## src/rtl/deshifter.sv

```systemverilog
// Serial-to-parallel receive stage behind the shifter; define DESHIFTER_PARITY_EN for a trailing even-parity bit.
// Latency: valid rises one cycle after the final frame bit; word held until ready, a full holder drops and flags overrun.
module deshifter #(
    parameter int WIDTH     = 7,
    parameter bit MSB_FIRST = 1'b1
) (
    input  logic           clk,
    input  logic           reset,
    input  logic           din,
    input  logic           din_valid,
    output logic [WIDTH:0] data,
    output logic           valid,
    input  logic           ready,
    output logic           overrun,
    output logic           frame_err,
    output logic           parity_err
);
    localparam int            CW   = $clog2(WIDTH + 2);
    localparam logic [CW-1:0] LAST = CW'(WIDTH);

    typedef enum logic [1:0] {IDLE, SHIFT, PARITY} state_t;

    state_t         state;
    logic [CW-1:0]  count;
    logic [WIDTH:0] sreg;

    logic [CW-1:0]  count_cur;
    logic [WIDTH:0] din_w;
    logic [WIDTH:0] base;
    logic [WIDTH:0] shifted;
    logic [WIDTH:0] word;
    logic           last_bit;
    logic           load;
    logic           abort;

    // A frame always starts from an empty register so stale bits never leak in.
    always_comb begin
        din_w     = '0;
        din_w[0]  = din;
        base      = (state == IDLE) ? '0 : sreg;
        count_cur = (state == IDLE) ? '0 : count;
        if (MSB_FIRST)
            shifted = (base << 1) | din_w;
        else
            shifted = (base >> 1) | (din_w << WIDTH);
        last_bit  = din_valid && (state != PARITY) && (count_cur == LAST);
        abort     = !din_valid && (state != IDLE);
`ifdef DESHIFTER_PARITY_EN
        load      = din_valid && (state == PARITY);
        word      = sreg;
`else
        load      = last_bit;
        word      = shifted;
`endif
    end

    always_ff @(posedge clk) begin
        if (!reset) begin
            state      <= IDLE;
            count      <= '0;
            sreg       <= '0;
            data       <= '0;
            valid      <= 1'b0;
            overrun    <= 1'b0;
            frame_err  <= 1'b0;
            parity_err <= 1'b0;
        end else begin
            frame_err <= abort;
            if (abort) begin
                state <= IDLE;
                count <= '0;
            end else if (din_valid) begin
                if (state == PARITY) begin
                    state <= IDLE;
                    count <= '0;
`ifdef DESHIFTER_PARITY_EN
                    if (^{sreg, din})
                        parity_err <= 1'b1;
`endif
                end else if (last_bit) begin
`ifdef DESHIFTER_PARITY_EN
                    state <= PARITY;
`else
                    state <= IDLE;
`endif
                    sreg  <= shifted;
                    count <= '0;
                end else begin
                    state <= SHIFT;
                    sreg  <= shifted;
                    count <= count_cur + 1'b1;
                end
            end

            // A completing word wins over consumption; with ready it simply replaces the old one.
            if (load) begin
                if (!valid || ready) begin
                    data  <= word;
                    valid <= 1'b1;
                end else begin
                    overrun <= 1'b1;
                end
            end else if (valid && ready) begin
                valid <= 1'b0;
            end
        end
    end
endmodule

```

## config.mk

```make
export PLATFORM = sky130hd
export DESIGN_NAME = deshifter
export DESIGN_NICKNAME = d
export VERILOG_FILES = /design/src/rtl/deshifter.sv
export SDC_FILE = /design/constraint.sdc
export NUM_CORES = 1
export LEC_CHECK = 0
export ABC_AREA = 0
export BUFFER_PORTS_ARGS = -buffer_cell sky130_fd_sc_hd__buf_2
export CAP_MARGIN = 20
export CORE_UTILIZATION = 33
export CTS_CLUSTER_DIAMETER = 60
export DETAILED_ROUTE_END_ITERATION = 6
export GPL_ROUTABILITY_DRIVEN = 1
export PLACE_DENSITY = 0.55
export SETUP_SLACK_MARGIN = 0.15
export SYNTH_ARGS = -nofsm -noshare
export SYNTH_HDL_FRONTEND = slang
export SYNTH_SLANG_ARGS = --single-unit
```

## constraint.sdc

```tcl
create_clock -name clk -period 1.7 [get_ports clk]
set_clock_uncertainty 0.05 [all_clocks]
set_input_delay 0.17 -clock clk [delete_from_list [all_inputs] [get_ports clk]]
set_output_delay 0.17 -clock clk [all_outputs]
set_load 0.02 [all_outputs]
```

== Yosys cells after proc, flatten, opt, wreduce, memory -nomap -nowiden ==
Cells that the tools add are included.
Storage, ports and cells
  flip-flop bits (word level): 24
  bits of input ports: 5
  output and inout bits: 12
  logic and storage cells: 41
Operators by class
  add/sub/neg operators: 1
  equality and inequality tests: 4
  muxes and demuxes: 9
  bitwise gates (word level): 5
  reduce and logical (&&, ||, !) cells: 15
Operator list (count)
  two-way mux 4 bit: 3
  OR 8 x 1 -> 8 bit: 1
  two-way mux 7 bit: 1
  AND reduction 2 bit: 3
  two-way mux 1 bit: 5
  adder 4 x 1 -> 4 bit, second input constant: 1
  == test 4 x 3 -> 1 bit, second input constant: 1
  logical AND 1 bit: 4
  inverter 1 bit: 4
  nonzero test 2 bit: 2
  AND reduction 3 bit: 1
  == test 2 bit, second input constant: 1
  zero test 1 bit: 2
  zero test 2 bit: 1
  != test 2 x 1 -> 1 bit, second input constant: 1
  != test 2 bit, second input constant: 1
  OR reduction 2 bit: 1
  logical OR 1 bit: 1

== Logic depth before layout (Yosys ltp) ==
  depth after elaboration: 6
  mapped depth: 5
  mapped depth without buffers: 3

== Least setup slack after synthesis ==
Ideal clock, no wire load.
  path type: reg2reg
  start: register valid
  end: register data[0]
  setup time: 72 ps
  arrival time: 1120 ps
  data required time: 1578 ps
  slack: 459 ps
  stages on the path, launching flop included: 4
  buffers on the path: 0
  period minus slack after synthesis: 1241 ps
  cells stage by stage: dfxtp_1 nor2b_4 nor3_4 mux2i_1
On the way
  longest elaborated chain between the ends: 3
Ends and longest elaborated chain
  start, declared: RTL line 12  | output logic valid,
  start signal, assigned: RTL line 63  | valid <= 1'b0;
  start signal, assigned: RTL line 99  | valid <= 1'b1;
  start signal, assigned: RTL line 104  | valid <= 1'b0;
  zero test 1 bit: RTL line 97  | if (!valid || ready) begin
  logical OR 1 bit: RTL line 97
  AND reduction 2 bit (no line)
  end signal, assigned: RTL line 98  | data <= word;
  end, declared: RTL line 11  | output logic [WIDTH:0] data,
No other way between the ends.
A chain may end at the register's enable or synchronous reset.

== Worst setup path in the final report ==
  start: register count[0]
  end: register data[7]
On the way
  longest elaborated chain between the ends: 4
Ends and longest elaborated chain
  start, declared: RTL line 24  | logic [CW-1:0] count;
  start signal, assigned: RTL line 91  | count <= count_cur + 1'b1;
  two-way mux 4 bit: RTL line 41  | count_cur = (state == IDLE) ? '0 : count;
  == test 4 x 3 -> 1 bit: RTL line 46  | last_bit = din_valid && (state != PARITY) && (count_cur == LAST);
  logical AND 1 bit: RTL line 46
  AND reduction 2 bit (no line)
No other way between the ends.

==> flow_metrics.py <==
metrics = {
    "run_status": {
        "status": "complete, no violations",
    },
    "global_routing": {
        "first_global_vias": 689,
        "overflow": 0,
        "antenna_found_initial": 0,
        "track_usage_pct": 12.0,
        "grt_max_degree": 25,
        "grt_first_pass_wirelength_um": 3030,
    },
    "detailed_routing": {
        "drc": 0,
        "vias": 726,
        "drt_wl_total_um": 1760,
        "drtIter0Drc": 15,
        "wl_per_cell_um": 11.6,
        "via_per_inst": 4.81,
        "dr.pass1.iters": 4,
        "postRouteAntennaNets": 0,
    },
    "floorplanning": {
        "fp.dieW_um": 56.6,
        "ios": 17,
        "dieArea_um2": 3200,
        "rows": 19,
        "die_h_um": 56.6,
        "core_area_um2": 2780,
        "initial_utilization_pct": 35.4,
    },
    "logic_synthesis": {
        "ys_types": 27,
        "synth_most_common_cell": "dfxtp_1",
        "synth_top_area_share_pct": 46.8,
        "yosysWarnings": 0,
        "synthTopCellsByCount": "dfxtp_1 (23), nand2_1 (17), nand3_1 (13), mux2i_1 (9), a21boi_1 (7)",
        "synth_fp_nets": 110,
        "ys_ff_latch": 23,
        "synth_edf_count": 0,
        "syn_inst": 105,
        "yosysTopAreaCell": "dfxtp_1",
        "synth-async-reset-ratio_pct": 0,
        "synth_flop_cell": "dfxtp_1",
        "synth_area_per_cell_um2": 9.37,
        "synthesis.area_um2": 983,
        "synth.area.top_cells": "dfxtp_1 (47%), mux2i_1 (9.2%), nand3_1 (6.6%)",
        "yosysSeqAreaShare_pct": 46.8,
    },
    "critical_path": {
        "crit_chain": "nand3_2 > nor3_4 > buf_4 > mux2i_1",
        "crit_arrival_ns": 1.51,
        "crit_buf_inv": 1,
        "crit_type": "reg -> reg",
        "worstPathRequired_ns": 1.89,
        "slowest_delay_ns": 0.44,
        "start_kind": "flip-flop",
        "endpoint_kind": "flip-flop",
        "crit_family": "flip-flops",
        "crit_fanout": 5,
        "slowest_stage": "dfxtp_1",
    },
    "cts": {
        "htree_levels": 1,
        "clockBufferDepth": 2,
        "cts_tree": "yes",
        "cts_hold_buf": 0,
        "cts_buffers": 3,
        "clkTransAtPathRegs_ns": 0.12,
        "clock_latency_ns": 0.30,
        "cts_sinks": 23,
        "root_buffer": "clkbuf_4",
    },
    "power": {
        "power.switching_mw": 0.197,
        "power_density_nw_per_um2": 763,
        "pwr-share-comb_pct": 6.6,
        "power_leakage_nw": 0.433,
        "p_int_mw": 0.657,
        "pwr-share-clk_pct": 28.9,
        "seqPwrFrac_pct": 64.5,
        "ir_drop_mv": 0.416,
        "switching_share_pct": 23.1,
    },
    "sta": {
        "tns_ns": 0,
        "layout_min_cycle_time_ns": 1.32,
        "fin_crit_sh_pct": 77.6,
        "finalWorstSetupSlack_ns": 0.380,
        "rsz0062_at_grt": "no",
        "clock.fmax_mhz": 758,
        "timing.hold.ws_ns": 0.0799,
        "setup_viol": 0,
        "slew_viol_final": 0,
        "hold_violations": 0,
    },
    "place": {
        "port_buffers": 15,
        "place_ws_ns": 0.206,
        "dpl_cell_area_um2": 1070,
        "hpwl_um": 1140,
        "routabilityCongestion": 0.670,
    },
    "cells_and_area": {
        "stdcell_area_um2": 1120,
        "fin_util_pct": 40.2,
        "fin_nets": 126,
        "diodes": 0,
        "multi_input_area_um2": 477,
        "register_area_um2": 460,
        "fillers": 277,
        "syn_to_final_growth_pct": 13.7,
        "drive_gt1_share_pct": 23.3,
    },
    "run": {
        "maxCapViolCount": 0,
    },
    "hold_path": {
        "hold_class": "in -> reg",
    },
}
[logic make-up after synthesis]
logic type / Yosys count / synth area share, %
AOI/OAI and AO/OA: 13 / 10.3
muxes: 9 / 9.16
buffers and inverters: 10 / 4.71
xor gates and xnor gates: 2 / 1.78
DFF: 23 / 46.8
and+or+nand+nor: 47 / 26.8
other: 1 / 0.381
[metrics by stage]
step / std cells / power, mW
final: 151 / 0.854
after global placement: 144 / 0.619
after global routing: 151 / 0.891
after floorplan: 105 / 0.607
after CTS: 148 / 0.873
after detailed placement: 144 / 0.619
[power by group through the flow]
stage / Clock, mW / Combinational (mW) / Sequential, mW
3_5_place_dp: 0 / 0.0565 / 0.563
6_report: 0.246 / 0.0565 / 0.551
2_1_floorplan: 0 / 0.0444 / 0.563
5_1_grt: 0.276 / 0.0631 / 0.552
3_3_place_gp: 0 / 0.0562 / 0.563
4_1_cts: 0.265 / 0.0567 / 0.551
[final cells by class]
class / count / share of cell area, %
Sequential cell: 23 / 41.2
Inverter: 1 / 0.336
Clock buffer: 4 / 2.35
Multi-Input combinational cell: 72 / 42.6
Tap cell: 31 / 3.47
Timing Repair Buffer: 20 / 10.1
[sequential cells by signal, indices dropped and copies added (netlist names)]
name and flops:
data 8, sreg 7, count 4, frame_err 1, overrun 1, state 1, valid 1
[repair_timing]
item | CTS | global route
resized for setup | 0 | 0
setup buffers | 0 | 3
hold endpoints to repair | 0 | 0
setup endpoints to repair | 0 | 2
[routing by layer]
metal / global-route usage [%] / share of wire, % / vias up
met4: 5.23 / 0.91 / 0
met1: 15.0 / 47 / 340
met3: 2.07 / 2.5 / 2
met2: 20.2 / 49 / 5
li1: - / - / 379
met5: 0 / 0 / -
[worst reg2reg max path, cell delays in order (launching register included)]
cell and delay (ns):
dfxtp_1 0.44, nand3_2 0.18, nor3_4 0.25, buf_4 0.18
mux2i_1 0.17
[worst paths after layout]
| path | depth (start not counted) | slack, ns | start | to |
|---|---|---|---|---|
| max reg2reg | 4 | 0.38 | count[0]$_SDFFE_PP0P_ | data[7]$_SDFFE_PN0P_ |
| min | 3 | 0.08 | din | data[0]$_SDFFE_PN0P_ |
| min reg2reg | 2 | 0.41 | data[4]$_SDFFE_PN0P_ | data[4]$_SDFFE_PN0P_ |
| max | 4 | 0.38 | count[0]$_SDFFE_PP0P_ | data[7]$_SDFFE_PN0P_ |
[layout by cell type (no fill, tap or decap), drive strengths merged]
cell type	netlist	layout
nor2b	2	2
nand2	17	17
a31o	1	1
buf	5	20
nand2b	6	6
inv	1	1
o31ai	1	1
dfxtp	23	23
nand3	14	14
nor4bb	1	1
mux2i	9	9
a21oi	1	1
a21boi	7	7
xnor2	1	1
o311a	1	1
xor2	1	1
o21a	1	1
conb	1	1
nor3	1	1
and2	1	1
clkbuf	4	4
nand3b	1	1
nor2	4	4
o211a	1	1
(Power assumes the default switching activity.)
